[config.mk]
export PLATFORM = sky130hd
export DESIGN_NAME = regfile_scoreboard
export DESIGN_NICKNAME = d
export VERILOG_FILES = /design/src/rtl/regfile_scoreboard.sv
export SDC_FILE = /design/constraint.sdc
export NUM_CORES = 1
export LEC_CHECK = 0
export ABC_AREA = 1
export ABC_CLOCK_PERIOD_IN_PS = 2100
export BUFFER_PORTS_ARGS = -buffer_cell sky130_fd_sc_hd__buf_2
export CORE_MARGIN = 2
export CORE_UTILIZATION = 25
export DETAILED_ROUTE_END_ITERATION = 16
export GPL_TIMING_DRIVEN = 0
export PLACE_DENSITY = 0.53
export SLEW_MARGIN = 0
export SYNTH_ARGS = -nofsm -noshare
export SYNTH_HDL_FRONTEND = slang
export SYNTH_SLANG_ARGS = --single-unit
[constraint.sdc]
create_clock -name C -period 2.1 [get_ports C]
set_input_delay 0.105 -clock C [delete_from_list [all_inputs] [get_ports C]]
set_output_delay 0.105 -clock C [all_outputs]
set_load 0.01 [all_outputs]
[src/rtl/regfile_scoreboard.sv]
// Multi-port register file with write-to-read bypass and a per-register
// pending bit. Issue logic reserves a destination ahead of its write-back and
// can stall on A_BUSY/B_BUSY. BUSY_CNT keeps a running count of pending
// registers. RSV_ERR flags a reservation of a register that is already pending.
module regfile_scoreboard #(
    parameter int unsigned WIDTH    = 16,
    parameter int unsigned ADDR_W   = 4,
    parameter bit          ZERO_REG = 1'b0,
    parameter bit          BYPASS   = 1'b1
) (
    input  logic              C,
    input  logic              RST_N,
    input  logic [WIDTH-1:0]  D,
    input  logic [ADDR_W-1:0] DEST_SEL,
    input  logic              LOAD_EN,
    input  logic [ADDR_W-1:0] A_SEL,
    input  logic [ADDR_W-1:0] B_SEL,
    output logic [WIDTH-1:0]  A,
    output logic [WIDTH-1:0]  B,
    output logic              A_BUSY,
    output logic              B_BUSY,
    input  logic              RSV_EN,
    input  logic [ADDR_W-1:0] RSV_SEL,
    output logic              RSV_BUSY,
    output logic              RSV_ERR,
    output logic [ADDR_W:0]   BUSY_CNT
);

    localparam int unsigned DEPTH = 2 ** ADDR_W;
    localparam int unsigned CntW  = ADDR_W + 1;

    logic [WIDTH-1:0] regs_q [DEPTH];
    logic [WIDTH-1:0] regs_d [DEPTH];
    logic [DEPTH-1:0] pend_q, pend_d;
    logic [CntW-1:0]  cnt_q, cnt_d;
    logic             err_q, err_d;

    // Register 0 is inert when hardwired to zero: no writes, reservations or bypass.
    logic dest_is_zero, rsv_is_zero;
    logic wr_en, rs_en;
    logic same_reg;
    logic cnt_inc, cnt_dec;

    assign dest_is_zero = ZERO_REG && (DEST_SEL == '0);
    assign rsv_is_zero  = ZERO_REG && (RSV_SEL == '0);
    assign wr_en        = LOAD_EN && !dest_is_zero;
    assign rs_en        = RSV_EN && !rsv_is_zero;
    assign same_reg     = (DEST_SEL == RSV_SEL);

    // Read port A: zero register, then same-cycle bypass, then storage.
    logic a_hit;
    always_comb begin
        a_hit  = BYPASS && LOAD_EN && (DEST_SEL == A_SEL);
        A      = regs_q[A_SEL];
        A_BUSY = pend_q[A_SEL];
        if (ZERO_REG && (A_SEL == '0)) begin
            A      = '0;
            A_BUSY = 1'b0;
        end else if (a_hit) begin
            // The in-flight write resolves the hazard this cycle.
            A      = D;
            A_BUSY = 1'b0;
        end
    end

    // Read port B: same priority as port A.
    logic b_hit;
    always_comb begin
        b_hit  = BYPASS && LOAD_EN && (DEST_SEL == B_SEL);
        B      = regs_q[B_SEL];
        B_BUSY = pend_q[B_SEL];
        if (ZERO_REG && (B_SEL == '0)) begin
            B      = '0;
            B_BUSY = 1'b0;
        end else if (b_hit) begin
            B      = D;
            B_BUSY = 1'b0;
        end
    end

    // Reservation probe: raw pending bit, deliberately not masked by a same-cycle write.
    always_comb begin
        RSV_BUSY = pend_q[RSV_SEL];
        if (rsv_is_zero) begin
            RSV_BUSY = 1'b0;
        end
    end

    // Next-state for storage and pending bits; a reserve overrides a release of the same register.
    always_comb begin
        regs_d = regs_q;
        pend_d = pend_q;
        if (wr_en) begin
            regs_d[DEST_SEL] = D;
            pend_d[DEST_SEL] = 1'b0;
        end
        if (rs_en) begin
            pend_d[RSV_SEL] = 1'b1;
        end
    end

    // Incremental count and double-reservation detect derived from the same transitions.
    always_comb begin
        // A fresh reservation only counts if the bit was clear before the edge.
        cnt_inc = rs_en && !pend_q[RSV_SEL];
        // A release only counts if the bit was set and no reserve re-takes it.
        cnt_dec = wr_en && pend_q[DEST_SEL] && !(rs_en && same_reg);
        cnt_d   = cnt_q + CntW'(cnt_inc) - CntW'(cnt_dec);
        // Write+reserve to the same register is a hand-over, not a double reservation.
        err_d   = rs_en && pend_q[RSV_SEL] && !(wr_en && same_reg);
    end

    // Storage array, cleared by reset.
    always_ff @(posedge C or negedge RST_N) begin
        if (!RST_N) begin
            for (int unsigned i = 0; i < DEPTH; i++) begin
                regs_q[i] <= '0;
            end
        end else begin
            for (int unsigned i = 0; i < DEPTH; i++) begin
                regs_q[i] <= regs_d[i];
            end
        end
    end

    // Scoreboard state: pending vector, pending count and error pulse.
    always_ff @(posedge C or negedge RST_N) begin
        if (!RST_N) begin
            pend_q <= '0;
            cnt_q  <= '0;
            err_q  <= 1'b0;
        end else begin
            pend_q <= pend_d;
            cnt_q  <= cnt_d;
            err_q  <= err_d;
        end
    end

    assign RSV_ERR  = err_q;
    assign BUSY_CNT = cnt_q;

endmodule

==> run metrics, run 1 <==
kind of critical path reg2reg; wire length reported by the detailed router 92.55 mm; overall die width 265.2 µm; Worst Clk Skew 0.009364 ns; Final Critical Period 2.376 ns; buffer and inverter count on the worst path 4; adder-cell area share of the yosys netlist 0.4843%; vias in the first global route 18050; number of buffers inserted during clock tree synthesis 36; count of antenna-violating nets left after detailed routing 0; largest family of logic cells by synthesized area simple AND/OR/NAND/NOR gates; final cycle utilization of the critical path 113.1%; sequential area share after synthesis 40.80%; Max clock buf depth 3; initial core utilization 25.30%; synthesis-to-finish area growth 19.55%; CTS H-tree depth 2; XOR/XNOR Fraction of Synth Area 0.3082%; LEAKAGE 9.894 nW; final weighted congestion of routability-driven global placement 1.040; worst hold margin 0.03998 ns; fraction of layout instances using a drive strength above 1 12.45%; I/O Pins 77; highest net fanout along the worst path 3; Worst Max-Slew Pin Slew 1.048 ns; max-slew violations 0; count of endpoints failing setup in the final report 10; total inserted antenna cells 0; most common cell after layout, fill and taps aside sky130_fd_sc_hd__nand2_1; biggest area contributors in the synthesized netlist sky130_fd_sc_hd__dfrtp_1 41%, sky130_fd_sc_hd__nand2_1 21%, sky130_fd_sc_hd__nand3_1 14%; cell at the slowest stage of the critical path sky130_fd_sc_hd__dfrtp_1; Chip Height 265.2 µm; Synthesized Nets 2645; synthesized-area fraction occupied by ao, oa, aoi and oai cells 9.577%; cell-by-cell listing of the critical path inv_2, nor2_1, a21oi_1, nand2_1, nand2_1, nand2_1, nor2_2, nand2_2, ha_4, inv_2, ha_4, fa_2, buf_4, buf_4, xor2_1; antenna violations before repair 0; Synth Register Bits 278; Die ar. 70300 µm²; overall overflow remaining after global route 0; Avg Vias per Cell 5.313; highest cell delay on the worst timing path 0.41 ns; number of detailed-routing iterations run before antenna repair 6; Final #Nets 2759; clock-pin slew of the registers on the worst-case setup and hold paths 0.06 ns; via count 19200; CTS tree done; global router's overall resource usage 25.89%; Worst-Skew Late Latency 0.57 ns; worst-case setup slack after placement -0.7556 ns; power density of the placed cells 963.7 nW/µm²; count of final hold-check violations 0; dominant cell type by count on the critical path sky130_fd_sc_hd__nand2_1; RSZ-0062 raised after global routing yes; violated checks setup timing; pin count of the biggest net entering global routing 80; worst setup margin -0.2760 ns; post-synthesis simple-gate area fraction 37.03%; Fill cells 7475; post-synth cell types 26; top achievable clock speed 0.4209 GHz; CP top delay family adder cells; Sinks on Clock Net 278; wire length of the first global-routing pass 130.6 mm; top cell type's share of synthesized area 40.80%; average wire length per cell after detail routing 25.62 µm; number of DRC violations after detailed-routing iteration 0 2595; worst vdd ir 0.0005113 V; Yosys warning count 0; Mapped Avg Cell Area 6.550 µm²; number of max-cap violations 0; sort of element at the start of the critical path register; leading area contributor after synthesis sky130_fd_sc_hd__dfrtp_1; Port Buffer Count 52; relative slew slack 30.16%; outcome finished with violations; final standard cell utilization of the core 30.24%; Core ar. 67400 µm²; DP HPWL 66.51 mm; critical path arrival 2.83 ns; placed insts 3531; number of standard cells after synthesis 2603; Placement Rows 95; summed instance area of the synthesized netlist 17050 µm²; kind of end point of the critical path register; worst endpoint required time 2.55 ns; DRC errors left 0; clock tree root driver cell sky130_fd_sc_hd__clkbuf_16; Power, Total 19.64 mW; highest-count cells in the layout ignoring fill and taps 936 x sky130_fd_sc_hd__nand2_1, 433 x sky130_fd_sc_hd__nand3_1, 284 x sky130_fd_sc_hd__inv_1; fraction of synthesized area in multiplexers 0%; Hold WC Path Type in2reg; number of standard cells in the final layout excluding fillers 3613
## metrics by stage
step	setup TNS, ns	cell area [µm²]
6_report	-0.7359	20380
5_1_grt	-0.8538	20380
4_1_cts	-0.4158	19970
3_5_place_dp	-23.71	18510
3_3_place_gp	-1299.92	18410
2_1_floorplan	-0.05931	17060
## registers in the layout, summed over array words and instances (netlist names)
signal    cells
regs_q      256
pend_q       16
BUSY_CNT      5
RSV_ERR       1
## worst paths after layout
path	from	cells past startpoint	slack, ns	end
hold / removal	RSV_SEL[2]	4	0.04	pend_q[10]$_DFF_PN0_
hold reg to reg	regs_q[36]$_DFFE_PN0P_	2	0.55	regs_q[36]$_DFFE_PN0P_
max in group asynchronous	RST_N	4	0.87	regs_q[18]$_DFFE_PN0P_
min in group asynchronous	RST_N	2	0.06	BUSY_CNT[4]$_DFF_PN0_
setup / recovery	pend_q[15]$_DFF_PN0_	15	-0.28	BUSY_CNT[2]$_DFF_PN0_
setup reg to reg	pend_q[15]$_DFF_PN0_	15	-0.28	BUSY_CNT[2]$_DFF_PN0_
## cell families after synthesis
| family | Yosys count |
|---|---|
| xor+xnor | 6 |
| simple gates | 1495 |
| buf+inv | 506 |
| fa+ha+maj | 6 |
| compound gates | 312 |
| flops | 278 |
## cell usage after synthesis (all sizes together)
master and count:
clkinv 7, o22ai 17, xor2 6, nand3 468, o21ai 270, inv 297, nand2 950, nand4 35
o211ai 11, dfrtp 278, clkbuf 101, fa 1, nor2 41, ha 5, nor3 1, a21oi 14
buf 101
## power by group
| part | total, mW | internal [mW] | switching [mW] |
|---|---|---|---|
| Combinational | 5.99 | 1.76 | 4.23 |
| Sequential | 7.08 | 6.65 | 0.428 |
| Clock | 6.57 | 3.90 | 2.67 |
## final cells by class
class | count | area [µm²] | share of cell area, %
Tap cell | 873 | 1092 | 5.359
Buffer | 202 | 1046 | 5.132
Inverter | 304 | 1152 | 5.653
Timing Repair Buffer | 76 | 543.0 | 2.664
Multi-Input combinational cell | 1819 | 8398 | 41.20
Sequential cell | 278 | 6957 | 34.13
Clock buffer | 44 | 972.2 | 4.770
Clock inverter | 17 | 222.7 | 1.093
## per-layer routing
layer  vias to the layer above  track usage [%]  part of all wire (%)  wire length, µm
met5                         -           0.2772                 0.027               25
met4                         2            14.41                   6.4             5929
met3                       319            7.397                    12            11320
met2                      1277            37.77                    41            37960
met1                      9103            34.28                    40            37320
li1                       8494                -                     -                -
## tightest hold or removal path, stage by stage
cell and delay [ns]:
sky130_fd_sc_hd__buf_2 0.10, sky130_fd_sc_hd__inv_1 0.06, sky130_fd_sc_hd__nand2_1 0.18, sky130_fd_sc_hd__o22ai_1 0.12
## repair_timing
item / 4_1_cts / 5_1_grt
setup endpoints to repair: 37 / 38
buffers inserted: 7 / 8
hold buffers: 7 / 0
pin swaps: 2 / 12
endpoints found under the hold margin: 161 / 0
resized for setup: 69 / 121
(Power assumes the default switching activity.)
==> inputs of run 2 (changes only) <==
Settings changed: SKIP_LAST_GASP from default to 1.
==> run 2 against run 1 <==
  * The run still ends with setup timing left
  * Clock power is essentially flat
  * Largest cell class unchanged
  * Highest routed layer unchanged
  * Routed wire length is essentially flat
  * Sequential cell count is the same
  * Utilization is essentially flat
==> run metrics, run 2 (synthesized netlist as in run 1, its figures left out) <==
CTS tree done (unchanged); average wire length per cell after detail routing 25.62 µm (about the same); number of DRC violations after detailed-routing iteration 0 2717 (was 2595); Chip Height 265.2 µm (unchanged); top achievable clock speed 0.4196 GHz (was 0.4209 GHz); Max clock buf depth 3 (unchanged); routing usage on met2 37.88% (was 37.77%); dominant cell type by count on the critical path sky130_fd_sc_hd__nand2_1 (unchanged); highest-count cells in the layout ignoring fill and taps 936 x sky130_fd_sc_hd__nand2_1, 434 x sky130_fd_sc_hd__nand3_1, 284 x sky130_fd_sc_hd__inv_1 (was 936 x sky130_fd_sc_hd__nand2_1, 433 x sky130_fd_sc_hd__nand3_1, 284 x sky130_fd_sc_hd__inv_1); Critical R2R Capture BUSY_CNT[2]$_DFF_PN0_ (unchanged); cell at the slowest stage of the critical path sky130_fd_sc_hd__dfrtp_1 (unchanged); Final Critical Period 2.383 ns (was 2.376 ns); wire length of the first global-routing pass 130.5 mm (was 130.6 mm); final setup TNS -0.7660 ns (was -0.7359 ns); number of detailed-routing iterations run before antenna repair 8 (was 6); clock tree root driver cell sky130_fd_sc_hd__clkbuf_16 (unchanged); register ranked first by flip-flop count regs_q (unchanged); final cycle utilization of the critical path 113.5% (was 113.1%); pin count of the biggest net entering global routing 80 (unchanged); global routing met1 resource utilization 34.45% (was 34.28%); worst-case setup slack after placement -0.7556 ns (unchanged); number of max-cap violations 0 (unchanged); count of cells along the worst register-to-register path 15 (unchanged); highest cell delay on the worst timing path 0.41 ns (about the same); count of antenna-violating nets left after detailed routing 0 (unchanged); worst setup slack for register-to-register paths -0.28 ns (about the same); count of endpoints failing setup in the final report 10 (unchanged); wire length reported by the detailed router 92.60 mm (was 92.55 mm); Worst Clk Skew 0.009865 ns (was 0.009364 ns); overall overflow remaining after global route 0 (unchanged); DRC errors left 0 (unchanged); hold path start RSV_SEL[2] (unchanged); outcome finished with violations (unchanged); final weighted congestion of routability-driven global placement 1.040 (unchanged); synthesis-to-finish area growth 19.50% (was 19.55%); buffer and inverter count on the worst path 4 (unchanged); GRT met3 Usage 7.313% (was 7.397%); cell-by-cell listing of the critical path inv_2, nor2_1, a21oi_1, nand2_1, nand2_1, nand2_1, nor2_2, nand2_2, ha_4, inv_2, ha_4, fa_2, buf_4, buf_4, xor2_1 (unchanged); I/O Pins 77 (unchanged); Worst-Skew Late Latency 0.58 ns (was 0.57 ns); CP top delay family adder cells (unchanged); initial core utilization 25.30% (unchanged); startpoint of the worst register-to-register path pend_q[15]$_DFF_PN0_ (unchanged); via count 19290 (was 19200); sort of element at the start of the critical path register (unchanged); max-slew violations 0 (unchanged); Hold WC Path Type in2reg (unchanged); Final #Nets 2759 (unchanged); global router's overall resource usage 25.88% (was 25.89%); worst setup margin -0.2834 ns (was -0.2760 ns); Placement Rows 95 (unchanged); critical path arrival 2.84 ns (was 2.83 ns); DP HPWL 66.51 mm (unchanged); most common cell after layout, fill and taps aside sky130_fd_sc_hd__nand2_1 (unchanged); CTS H-tree depth 2 (unchanged); relative slew slack 29.52% (was 30.16%); antenna violations before repair 0 (unchanged); clock-pin slew of the registers on the worst-case setup and hold paths 0.06 ns (about the same); Avg Vias per Cell 5.338 (was 5.313); count of final hold-check violations 0 (unchanged); kind of critical path reg2reg (unchanged); kind of end point of the critical path register (unchanged); worst endpoint required time 2.55 ns (about the same); fraction of layout instances using a drive strength above 1 12.37% (was 12.45%); violated checks setup timing (unchanged); vias in the first global route 18020 (was 18050); number of buffers inserted during clock tree synthesis 36 (unchanged); RSZ-0062 raised after global routing yes (unchanged); most used routing layer met2 (unchanged); Die ar. 70300 µm² (unchanged); end point of the worst hold path pend_q[10]$_DFF_PN0_ (unchanged); Worst Max-Slew Pin Slew 1.057 ns (was 1.048 ns); worst vdd ir 0.0005122 V (was 0.0005113 V); LEAKAGE 9.888 nW (was 9.894 nW); power density of the placed cells 964.1 nW/µm² (was 963.7 nW/µm²); number of flip-flops in the largest register 256 (unchanged); number of cells on the worst hold path 4 (unchanged); Port Buffer Count 52 (unchanged); highest net fanout along the worst path 3 (unchanged); Sinks on Clock Net 278 (unchanged); Core ar. 67400 µm² (unchanged); overall die width 265.2 µm (unchanged)
-- run 2: changes by cell type in the layout (fill, tap and decap cells not counted) --
cell	before	now
sky130_fd_sc_hd__nand3_2	30	29
sky130_fd_sc_hd__buf_2	106	107
sky130_fd_sc_hd__nand3_1	433	434
sky130_fd_sc_hd__diode_2	0	1
sky130_fd_sc_hd__clkbuf_1	77	78
sky130_fd_sc_hd__buf_4	34	32
-- run 2: worst min-delay path: cells and delay by family --
family / cells / cell delay [ns]
AND/OR/NAND/NOR: 1 / 0.18
buffers and inverters: 2 / 0.16
AO/OA/AOI/OAI: 1 / 0.12
-- run 2: metrics by stage --
stage                     instance area (µm²)  total power, mW  cells  hold slack, ns  util, %
after global routing                    20370            20.58   3613         0.06153    30.23
final                                   20370            19.64   3614         0.03989    30.23
after detailed placement                18510            12.66   3531         0.09279    27.46
after CTS                               19950            19.30   3606         0.01652    29.60
after floorplan                         17060            10.53   2603         -0.1906        -
after global placement                  18410            12.57   3528          0.4145    27.32
-- run 2: metal layers --
metal / part of all wire, % / up-vias
li1: - / 8501
met1: 41 / 9194
met2: 41 / 1278
met3: 12 / 316
met4: 6.3 / 2
met5: 0.027 / -
-- run 2: final cells by class --
type / instances / area (µm²)
Tap cell: 873 / 1092
Inverter: 304 / 1152
Buffer: 202 / 1040
Clock inverter: 17 / 222.7
Sequential cell: 278 / 6957
Clock buffer: 44 / 972.2
Multi-Input combinational cell: 1819 / 8393
Timing Repair Buffer: 76 / 543.0
Antenna cell: 1 / 2.502
Fill cell: 7476 / 47020
-- run 2: worst max-delay path by stage --
| stage | slack (ns) | depth (start not counted) | endpoint | startpoint |
|---|---|---|---|---|
| after floorplan | -0.06 | 16 | BUSY_CNT[4]$_DFF_PN0_ | pend_q[15]$_DFF_PN0_ |
| after global placement | -4.65 | 1 | regs_q[191]$_DFFE_PN0P_ | RST_N |
| after detailed placement | -0.76 | 9 | A[14] | A_SEL[3] |
| after CTS | -0.24 | 16 | BUSY_CNT[4]$_DFF_PN0_ | pend_q[7]$_DFF_PN0_ |
| after global routing | -0.39 | 16 | BUSY_CNT[4]$_DFF_PN0_ | pend_q[15]$_DFF_PN0_ |
| final | -0.28 | 15 | BUSY_CNT[2]$_DFF_PN0_ | pend_q[15]$_DFF_PN0_ |
-- run 2: what timing repair did --
| action | 4_1_cts | 5_1_grt |
|---|---|---|
| endpoints found under the setup margin | 37 | 38 |
| hold buffers | 7 | 0 |
| setup buffers | 7 | 8 |
| pin swaps | 2 | 11 |
| cloned | 0 | 0 |
| hold endpoints to repair | 161 | 0 |
| gates resized for setup | 60 | 130 |
-- run 2: where the power goes --
part	switching (mW)	internal, mW
logic	4.22	1.76
registers	0.427	6.65
clock network	2.67	3.90
total	7.32	12.3
